**config.mk**
```make
export PLATFORM = sky130hd
export DESIGN_NAME = alu_pipe
export DESIGN_NICKNAME = d
export VERILOG_FILES = /design/src/rtl/alu_pipe.sv
export SDC_FILE = /design/constraint.sdc
export NUM_CORES = 1
export LEC_CHECK = 0
export CELL_PAD_IN_SITES_DETAIL_PLACEMENT = 1
export CELL_PAD_IN_SITES_GLOBAL_PLACEMENT = 1
export CORE_UTILIZATION = 50
export CTS_BUF_LIST = sky130_fd_sc_hd__clkbuf_8
export CTS_CLUSTER_DIAMETER = 50
export DETAILED_ROUTE_END_ITERATION = 7
export HOLD_SLACK_MARGIN = 0.02
export PLACE_DENSITY_LB_ADDON = 0.05
export SYNTH_ARGS = -nofsm -noshare
export SYNTH_HDL_FRONTEND = slang
export SYNTH_SLANG_ARGS = --single-unit
```
**constraint.sdc**
```tcl
create_clock -name clk -period 8.9 [get_ports clk]
set_input_delay 1.335 -clock clk [delete_from_list [all_inputs] [get_ports clk]]
set_output_delay 1.335 -clock clk [all_outputs]
set_load 0.01 [all_outputs]
```
**src/rtl/alu_pipe.sv**
```systemverilog
// Pipelined signed fixed-point ALU: ADD/SUB/MUL/MAC/CLR_ACC; saturating overflow when ALU_SAT_EN is defined, wrapping otherwise.
// Latency 2 cycles (S1 operand/product register, S2 output register), 1 op/cycle.
// Backpressure: both stages advance only when the output is empty or taken; in_ready follows out_ready combinationally.
module alu_pipe #(
    parameter int DATA_W = 16,
    parameter int FRAC_W = 8
) (
    input  logic              clk,
    input  logic              rst_n,
    input  logic              in_valid,
    output logic              in_ready,
    input  logic [DATA_W-1:0] op_a,
    input  logic [DATA_W-1:0] op_b,
    input  logic [2:0]        op_sel,
    output logic              out_valid,
    input  logic              out_ready,
    output logic [DATA_W-1:0] result,
    output logic              ovf,
    output logic              err
);

    localparam logic [2:0] OP_ADD = 3'b000;
    localparam logic [2:0] OP_SUB = 3'b001;
    localparam logic [2:0] OP_MUL = 3'b010;
    localparam logic [2:0] OP_MAC = 3'b011;
    localparam logic [2:0] OP_CLR = 3'b100;

`ifdef ALU_SAT_EN
    localparam logic [DATA_W-1:0] MAX_V = {1'b0, {(DATA_W-1){1'b1}}};
    localparam logic [DATA_W-1:0] MIN_V = {1'b1, {(DATA_W-1){1'b0}}};
`endif

    logic                       advance;
    logic signed [2*DATA_W-1:0] prod_raw;

    logic                       s1_vld;
    logic [2:0]                 s1_op;
    logic [DATA_W-1:0]          s1_a;
    logic [DATA_W-1:0]          s1_b;
    logic [2*DATA_W-1:0]        s1_prod;
    logic [DATA_W-1:0]          acc;

    logic [DATA_W:0]            sum_ext;
    logic [DATA_W:0]            acc_ext;
    logic [DATA_W-1:0]          sum_fix;
    logic [DATA_W-1:0]          prod_fix;
    logic [DATA_W-1:0]          acc_fix;
    logic                       sum_ovf;
    logic                       prod_ovf;
    logic                       acc_ovf;
    logic [DATA_W-1:0]          nxt_res;
    logic                       nxt_ovf;
    logic                       nxt_err;
    logic                       acc_wr;
    logic [DATA_W-1:0]          acc_nxt;

    assign advance  = !out_valid || out_ready;
    assign in_ready = advance;
    assign prod_raw = $signed(op_a) * $signed(op_b);

    always_ff @(posedge clk or negedge rst_n) begin
        if (!rst_n) begin
            s1_vld  <= 1'b0;
            s1_op   <= '0;
            s1_a    <= '0;
            s1_b    <= '0;
            s1_prod <= '0;
        end else if (advance) begin
            s1_vld <= in_valid;
            if (in_valid) begin
                s1_op   <= op_sel;
                s1_a    <= op_a;
                s1_b    <= op_b;
                s1_prod <= prod_raw >>> FRAC_W;
            end
        end
    end

    always_comb begin
        sum_ext = '0;
        if (s1_op == OP_SUB)
            sum_ext = {s1_a[DATA_W-1], s1_a} - {s1_b[DATA_W-1], s1_b};
        else
            sum_ext = {s1_a[DATA_W-1], s1_a} + {s1_b[DATA_W-1], s1_b};
        sum_ovf = sum_ext[DATA_W] ^ sum_ext[DATA_W-1];
        // Shifted product fits only if every bit above the result sign bit matches it.
        prod_ovf = !((&s1_prod[2*DATA_W-1:DATA_W-1]) || !(|s1_prod[2*DATA_W-1:DATA_W-1]));
`ifdef ALU_SAT_EN
        sum_fix  = sum_ovf  ? (sum_ext[DATA_W]       ? MIN_V : MAX_V) : sum_ext[DATA_W-1:0];
        prod_fix = prod_ovf ? (s1_prod[2*DATA_W-1]   ? MIN_V : MAX_V) : s1_prod[DATA_W-1:0];
`else
        sum_fix  = sum_ext[DATA_W-1:0];
        prod_fix = s1_prod[DATA_W-1:0];
`endif
        acc_ext = {acc[DATA_W-1], acc} + {prod_fix[DATA_W-1], prod_fix};
        acc_ovf = acc_ext[DATA_W] ^ acc_ext[DATA_W-1];
`ifdef ALU_SAT_EN
        acc_fix = acc_ovf ? (acc_ext[DATA_W] ? MIN_V : MAX_V) : acc_ext[DATA_W-1:0];
`else
        acc_fix = acc_ext[DATA_W-1:0];
`endif

        nxt_res = '0;
        nxt_ovf = 1'b0;
        nxt_err = 1'b0;
        acc_wr  = 1'b0;
        acc_nxt = '0;
        case (s1_op)
            OP_ADD, OP_SUB: begin
                nxt_res = sum_fix;
                nxt_ovf = sum_ovf;
            end
            OP_MUL: begin
                nxt_res = prod_fix;
                nxt_ovf = prod_ovf;
            end
            OP_MAC: begin
                nxt_res = acc_fix;
                nxt_ovf = prod_ovf | acc_ovf;
                acc_wr  = 1'b1;
                acc_nxt = acc_fix;
            end
            OP_CLR: begin
                acc_wr  = 1'b1;
            end
            default: begin
                nxt_err = 1'b1;
            end
        endcase
    end

    // The accumulator is only written here, so back-to-back MACs see each other in order.
    always_ff @(posedge clk or negedge rst_n) begin
        if (!rst_n) begin
            out_valid <= 1'b0;
            result    <= '0;
            ovf       <= 1'b0;
            err       <= 1'b0;
            acc       <= '0;
        end else if (advance) begin
            out_valid <= s1_vld;
            if (s1_vld) begin
                result <= nxt_res;
                ovf    <= nxt_ovf;
                err    <= nxt_err;
                if (acc_wr)
                    acc <= acc_nxt;
            end
        end
    end

endmodule

```
## Word level (Yosys, flattened, before mapping)

Index checks and enable logic that the tools add are counted.

- Logic and storage cells: 41
- Input port bits: 39
- Register bits after elaboration: 95

- Reductions and logical operators: 14
- Multiplexer cells: 6
- Bitwise logic cells: 3
- Equality and inequality tests: 4
- $mul: 1
- $add $sub $neg: 3

Operators with widths:

| operator | number |
|---|---|
| 16-bit one-hot mux with 3 select lines | 1 |
| 16-bit by 16-bit adder with 17-bit output | 2 |
| 16-bit by 16-bit multiplier with 32-bit output | 1 |
| 17-bit two-way mux | 1 |
| 17-bit AND reduction | 1 |
| 17-bit OR reduction | 1 |
| 16-bit by 16-bit subtractor with 17-bit output | 1 |
| 16-bit two-way mux | 1 |
| 3-bit by 2-bit == test with 1-bit output (second input constant) | 2 |
| 5-bit OR reduction | 1 |
| 2-bit AND reduction | 2 |
| 2-bit OR reduction | 2 |
| 3-bit by 1-bit == test with 1-bit output (second input constant) | 1 |
| 3-bit == test (second input constant) | 1 |
| 1-bit logical NOT | 3 |
| 3-bit logical NOT | 1 |
| 1-bit one-hot mux with 3 select lines | 1 |
| 3-bit AND reduction | 1 |
| 1-bit logical OR | 2 |
| 1-bit two-way mux | 2 |
| 1-bit bitwise XOR | 2 |
| 1-bit OR | 1 |

## Logic depth before layout (Yosys ltp)

- Depth after elaboration: 6
- Depth in mapped cells: 24
- Gate-level depth less buffers: 22

## Worst setup path before layout

Ideal clock, no wire load.

- Path kind: input to register
- Start: input port op_a[15]
- End: register s1_prod[23] (netlist name)
- Buffers on the path: 2
- Slack: 1906 ps
- Stages on the path: 21
- Data arrival time: 6862 ps
- Required time: 8769 ps
- Cells stage by stage: clkbuf_1 > clkbuf_1 > nand2_1 > inv_1 > fa_1 > fa_1 > fa_1 > fa_1 > fa_1 > inv_1 > fa_1 > inv_1 > ha_1 > a21o_1 > a21o_1 > a21oi_1 > o21ai_0 > a31oi_1 > o2111ai_1 > xnor2_1 > o21ai_1

- Word-level cells in the longest chain between the ends: 1

Ends and longest elaborated chain:

| what | line | RTL |
|---|---|---|
| from (decl) | 12 | `input logic [DATA_W-1:0] op_a,` |
| 16-bit by 16-bit multiplier with 32-bit output | 59 | `assign prod_raw = $signed(op_a) * $signed(op_b);` |

No other way between the ends.
A chain may end at the register's enable or synchronous reset.

## Worst setup path after layout

- Start: input port op_a[7]
- End: register s1_prod[12]

- Word-level cells in the longest chain between the ends: 1

Ends and longest elaborated chain:

| what | line | RTL |
|---|---|---|
| 16-bit by 16-bit multiplier with 32-bit output | 59 |  |
| to (signal assigned) | 74 | `s1_prod <= prod_raw >>> FRAC_W;` |
| to (decl) | 40 | `logic [2*DATA_W-1:0] s1_prod;` |

No other way between the ends.

==> results.cfg <==
[die]
die_h_um = 175
initial_core_util_pct = 51.4
die_w_um = 175
io_pins = 59
core_um2 = 29100
dieArea_um2 = 30600
row_count = 62

[logic_synthesis]
yosysTopAreaCell = fa_1
ys_ff_latch = 95
syn_area_um2 = 15000
synthDistinctLibCells = 59
syn_inst = 1598
ys.flop_type = dfrtp_1
synth_area_per_cell_um2 = 9.36
ys_async_sr_fraction_pct = 100
synth_nets = 2012
synth_edf_count = 0
synth.area.top_cells = fa_1 35%, dfrtp_1 16%, ha_1 9.4%, inv_1 7.8%, nand2_1 5.2%
yosysWarnings = 0
synth_top_area_share_pct = 35.2
ys_seq_area_share_pct = 15.9

[global_routing]
grt_util_met2_pct = 51.5
grt_pass1_wl_um = 66600
grt_use_total_pct = 28.0
grt-busiest-layer = met2
grt_pass1_vias = 12600
met1_usage_pct = 35.5
antenna_found_initial = 0
grt_use_met3_pct = 2.68
grt.overflow.total = 0
grt_max_degree = 85

[cts]
h-tree-depth = 3
cts_num_sinks = 95
cts.clk_slew.worst_paths_ns = 0.11
cts_tree = done
post_cts_buffers = 0
cts_resized = 0
numCtsBuffers = 9
ctsHoldBuffers = 0
cts_buffer_depth = 2
clk_latency_ns = 0.39
cts_root_buf = clkbuf_8

[detailed_routing]
ant_nets = 0
dr.pass1.iters = 5
viasPerCell = 5.47
dr.first_iter.drc_count = 483
vias = 11000
drc_errors = 0
wl_um = 40200
wl_per_cell_um = 19.9

[timing]
clock_skew_ns = 0.0246
timing.fmax_ghz = 0.127
holdWs_ns = 0.488
rsz0062_at_grt = no
finalCritPeriodShare_pct = 88.7
period_minus_slack_ns = 7.90
slew_headroom_pct = 32.3
final-hold-violation-count = 0
finalSetupViolCount = 0
tns_ns = 0
worst_pin_slew_ns = 1.01
slew_violations = 0

[worst_setup_path]
cp.arrival_ns = 8.12
crit_slowest_cell = clkdlybuf4s50_1
crit_path_max_fanout = 17
path_class = input port to flop
critPathRequiredTime_ns = 9.12
max_stage_delay_ns = 0.89
critPathCaptureType = flop
cp-start-kind = input port
timing.critical_path.mode_cell = fa_1
cp_cell_sequence = clkdlybuf4s50_1 > and2_1 > fa_1 > inv_1 > fa_1 > fa_1 > fa_1 > inv_1 > fa_1 > fa_1 > ha_1 > nand4_1 > nor3_1 > a211oi_1 > o221ai_1 > o41ai_1 > inv_1 > a21oi_1 > xor2_1 > o21ai_1

[final_layout]
antenna_cells = 0
nNetsFinal = 2041
multi_input_area_um2 = 11200
design_area_um2 = 16200
area_growth_pct = 8.04
nFillCells = 3376
seqCellArea_um2 = 2380
utilization_pct = 55.5
drive_gt1_share_pct = 4.84

[place]
placed_area_um2 = 15900
routabilityCongestion = 0.858
hpwl_um = 32900
io_buffers = 58

[run]
maxCapViolCount = 0

[worst_hold_path]
hp-class = flop to flop

[status]
outcome = finished, final reports clean
==> path summary, 6_finish.rpt <==
kind                       cells past startpoint                  from  slack (ns)                       to
min in group asynchronous                      1                 rst_n        0.84       acc[3]$_DFFE_PN0P_
max                                           20               op_a[7]        1.00  s1_prod[12]$_DFFE_PN0P_
max in group asynchronous                      2                 rst_n        6.80     s1_b[15]$_DFFE_PN0P_
min                                            1       ovf$_DFFE_PN0P_        0.49          ovf$_DFFE_PN0P_
min reg2reg                                    1       ovf$_DFFE_PN0P_        0.49          ovf$_DFFE_PN0P_
max reg2reg                                   13  s1_op[1]$_DFFE_PN0P_        4.24          ovf$_DFFE_PN0P_
==> kinds of logic (layout without fill, tap and decap cells) <==
family	after synthesis	count (layout)	share of synthesized area, %
xor gates and xnor gates	70	70	4.10
AOI/OAI and AO/OA	199	199	8.55
adders and majority gates	375	375	44.6
and+or+nand+nor	455	455	14.7
buffers and inverters	364	398	9.20
DFF	95	95	15.9
muxes	40	40	2.99
==> sequential cells by signal (all words and copies together), names as in the netlist <==
name and flops:
acc 16, err 1, out_valid 1, ovf 1
result 16, s1_a 16, s1_b 16, s1_op 3
s1_prod 24, s1_vld 1
==> final cells by class <==
type	instances	area share, %
clock inverter	6	0.565
multi-input combinational	1139	69.4
timing repair buffer	73	4.28
sequential	95	14.7
clock buffer	10	0.852
tap	384	2.97
inverter	309	7.18
==> through the flow <==
stage / cells / setup slack, ns
3_5_place_dp: 2000 / 0.635
2_1_floorplan: 1598 / 1.91
3_3_place_gp: 2000 / 0.789
4_1_cts: 2016 / 1.04
6_report: 2016 / 1.00
5_1_grt: 2016 / 0.591
==> metal layers <==
metal  share of wire (%)  up-vias  routed length [um]
met3                 2.6       53                1030
met2                  53      188               21400
met4                 2.0        0                 790
met1                  42     5758               17000
met5                   0        -                   0
li1                    -     5028                   -
==> Yosys cell counts (8+ instances only) <==
library cell	count
a211oi_1	8
o21a_1	11
a31oi_1	9
o21ai_1	26
ha_1	112
a21oi_1	39
o21ai_0	40
mux2_2	37
a21o_1	14
nor2_1	47
nand3_1	13
a22o_1	8
nand2b_1	11
dfrtp_1	95
nand2_1	208
nor3_1	23
and2_1	122
inv_1	309
clkbuf_1	53
xnor2_1	41
fa_1	263
xor2_1	29
==> cell usage in the layout, fill, tap and decap left out, types with 37 or more instances in the layout <==
master,Yosys,final
inv_1,309,309
fa_1,263,263
nand2_1,208,207
and2_1,122,122
ha_1,112,112
dfrtp_1,95,95
clkdlybuf4s50_1,0,57
nor2_1,47,47
xnor2_1,41,41
o21ai_0,40,40
a21oi_1,39,39
mux2_2,37,37
==> worst max-delay path, delay by kind of cell <==
| kind | cells | cell delay, ns |
|---|---|---|
| adders and majority gates | 7 | 3.36 |
| AOI/OAI and AO/OA | 5 | 1.55 |
| buffers and inverters | 4 | 1.10 |
| and+or+nand+nor | 3 | 0.60 |
| xor gates and xnor gates | 1 | 0.16 |
Power is left out: the tool's default activity adds up to more than one toggle a clock period on the data nets, which glitch-free logic cannot reach.
==> variant: new RTL, config.mk and constraints unchanged <==
The option `ALU_SAT_EN` is turned on by a define.
--- a/src/rtl/alu_pipe.sv
+++ b/src/rtl/alu_pipe.sv
@@ -1,6 +1,8 @@
 // Pipelined signed fixed-point ALU: ADD/SUB/MUL/MAC/CLR_ACC; saturating overflow when ALU_SAT_EN is defined, wrapping otherwise.
 // Latency 2 cycles (S1 operand/product register, S2 output register), 1 op/cycle.
 // Backpressure: both stages advance only when the output is empty or taken; in_ready follows out_ready combinationally.
+`define ALU_SAT_EN
+
 module alu_pipe #(
     parameter int DATA_W = 16,
     parameter int FRAC_W = 8
Check against the original RTL: not equivalent (Yosys sat finds a counterexample within 4 cycles, from zero or initial values and one cycle with rst_n low).
==> variant against the unedited design <==
The run now ends with DRC left; synthesized cell count rose by 6.6%; sequential cell count did not move; final area rose by 5.0%; routed wire length rose by 11%; critical path type unchanged; worst setup slack improved by 0.11 ns; non-clock buffer count rose by 13; largest cell class unchanged; count of clock-buffer cells in the layout fell by 1; cell count rose by 6.1%; clock skew fell by 0.0048 ns; area after synthesis rose by 5.1%; first-iteration DRC count rose by 24%.
Power is left out: the tool's default activity adds up to more than one toggle a clock period on the data nets, which glitch-free logic cannot reach.
==> variant: results (changes against the unedited design) <==
* Met2 WL at 22400 um (was 21400 um)
* Synthesized-area fraction occupied by ao, oa, aoi and oai cells at 0.1106 (was 0.08552)
* Fraction of final layout cells sized beyond drive strength 1 at 0.05626 (was 0.04841)
* Total area of multi-input combinational cells at 12000 sq um (was 11220 sq um)
* Number of instances in the synthesized netlist at 1703 (was 1598)
* GR met2 Demand/Resource at 0.5091 (was 0.5147)
* Adder and majority cell fraction of the synthesized area at 0.4266 (was 0.4459)
* Pin count of the biggest net entering global routing at 86 (was 85)
* Clock-cell share of area at 0.01165 (was 0.01417)
* Seq Cell Count at 95 (unchanged)
* 1st-iter DRT viols at 600 (was 483)
* Global-route total usage across every layer at 0.2926 (was 0.2800)
* Signal buffers at 86 (was 73)
* Layout Skew at 0.01980 ns (was 0.02461 ns)
* Final Net Count at 2151 (was 2041)
* Remaining max-slew budget at the tightest pin at 0.3091 (was 0.3231)
* Outcome: finished with violations (was finished clean)
* Wire length the detailed router placed on met1 at 19620 um (was 16970 um)
* Worst path slowest cell: sky130_fd_sc_hd__fa_1 (was sky130_fd_sc_hd__clkdlybuf4s50_1)
* Final Routed Wirelength at 44610 um (was 40190 um)
* Portion of the layout cell area used by non-clock buffers at 0.04647 (was 0.04275)
* Leading cell types by count after synthesis: sky130_fd_sc_hd__inv_1 (294), sky130_fd_sc_hd__fa_1 (263), sky130_fd_sc_hd__nand2_1 (202), sky130_fd_sc_hd__and2_1 (125), sky130_fd_sc_hd__ha_1 (112) (was sky130_fd_sc_hd__inv_1 (309), sky130_fd_sc_hd__fa_1 (263), sky130_fd_sc_hd__nand2_1 (208), sky130_fd_sc_hd__and2_1 (122), sky130_fd_sc_hd__ha_1 (112))
* Number of multi-input combinational cells at 1251 (was 1139)
* Number of antenna violations at the first check in global routing at 2 (was 0)
* Wire length on met3 at 1419 um (was 1028 um)
* Filler cell count at 3561 (was 3376)
* Crit-path max FO at 8 (was 17)
* Multiplexer share of the synthesized area at 0.02826 (was 0.02987)
* Drc violations at 14 (was 0)
* 1st-pass router iterations at 8 (was 5)
* Sequential cell area share at 0.1401 (was 0.1472)
* Sequential-to-total area share from yosys stat at 0.1512 (was 0.1590)
* First-pass GRT wire length at 71280 um (was 66580 um)
* Synth Area in XOR/XNOR at 0.03948 (was 0.04100)
* Violated checks: DRC
* Synth top area cells: sky130_fd_sc_hd__fa_1 (33%), sky130_fd_sc_hd__dfrtp_1 (15%), sky130_fd_sc_hd__ha_1 (8.9%), sky130_fd_sc_hd__inv_1 (7.0%), sky130_fd_sc_hd__and2_1 (5.0%) (was sky130_fd_sc_hd__fa_1 (35%), sky130_fd_sc_hd__dfrtp_1 (16%), sky130_fd_sc_hd__ha_1 (9.4%), sky130_fd_sc_hd__inv_1 (7.8%), sky130_fd_sc_hd__nand2_1 (5.2%))
* Worst stage delay on the critical path at 0.94 ns (was 0.89 ns)
* Inst Count DP at 2122 (was 2000)
variant: per-stage QoR:
step / setup slack [ns] / cell area [sq um] / hold slack (ns)
detailed placement: 0.7336 / 16760 / 0.4701
global route: 0.7750 / 16960 / 0.5202
global placement: 0.9874 / 16760 / 0.4616
finish: 1.117 / 16960 / 0.4858
CTS: 1.140 / 16960 / 0.4917
floorplan: 1.817 / 15720 / 0.4506
variant: worst min-delay path: cells and delay by family, from the launching register on:
family           cells  cell delay, ns
flip-flops           1            0.35
AO/OA/AOI/OAI        1            0.05
AND/OR/NAND/NOR      1            0.06
variant: final timing paths:
check | from | to | slack (ns) | depth (start not counted)
setup / recovery | op_b[1] | s1_prod[21] | 1.12 | 19
hold / removal | ovf | ovf | 0.49 | 2
setup reg to reg | s1_b[4] | result[5] | 4.20 | 14
hold reg to reg | ovf | ovf | 0.49 | 2
max in group asynchronous | rst_n | result[3] | 6.87 | 2
min in group asynchronous | rst_n | acc[12] | 0.96 | 1
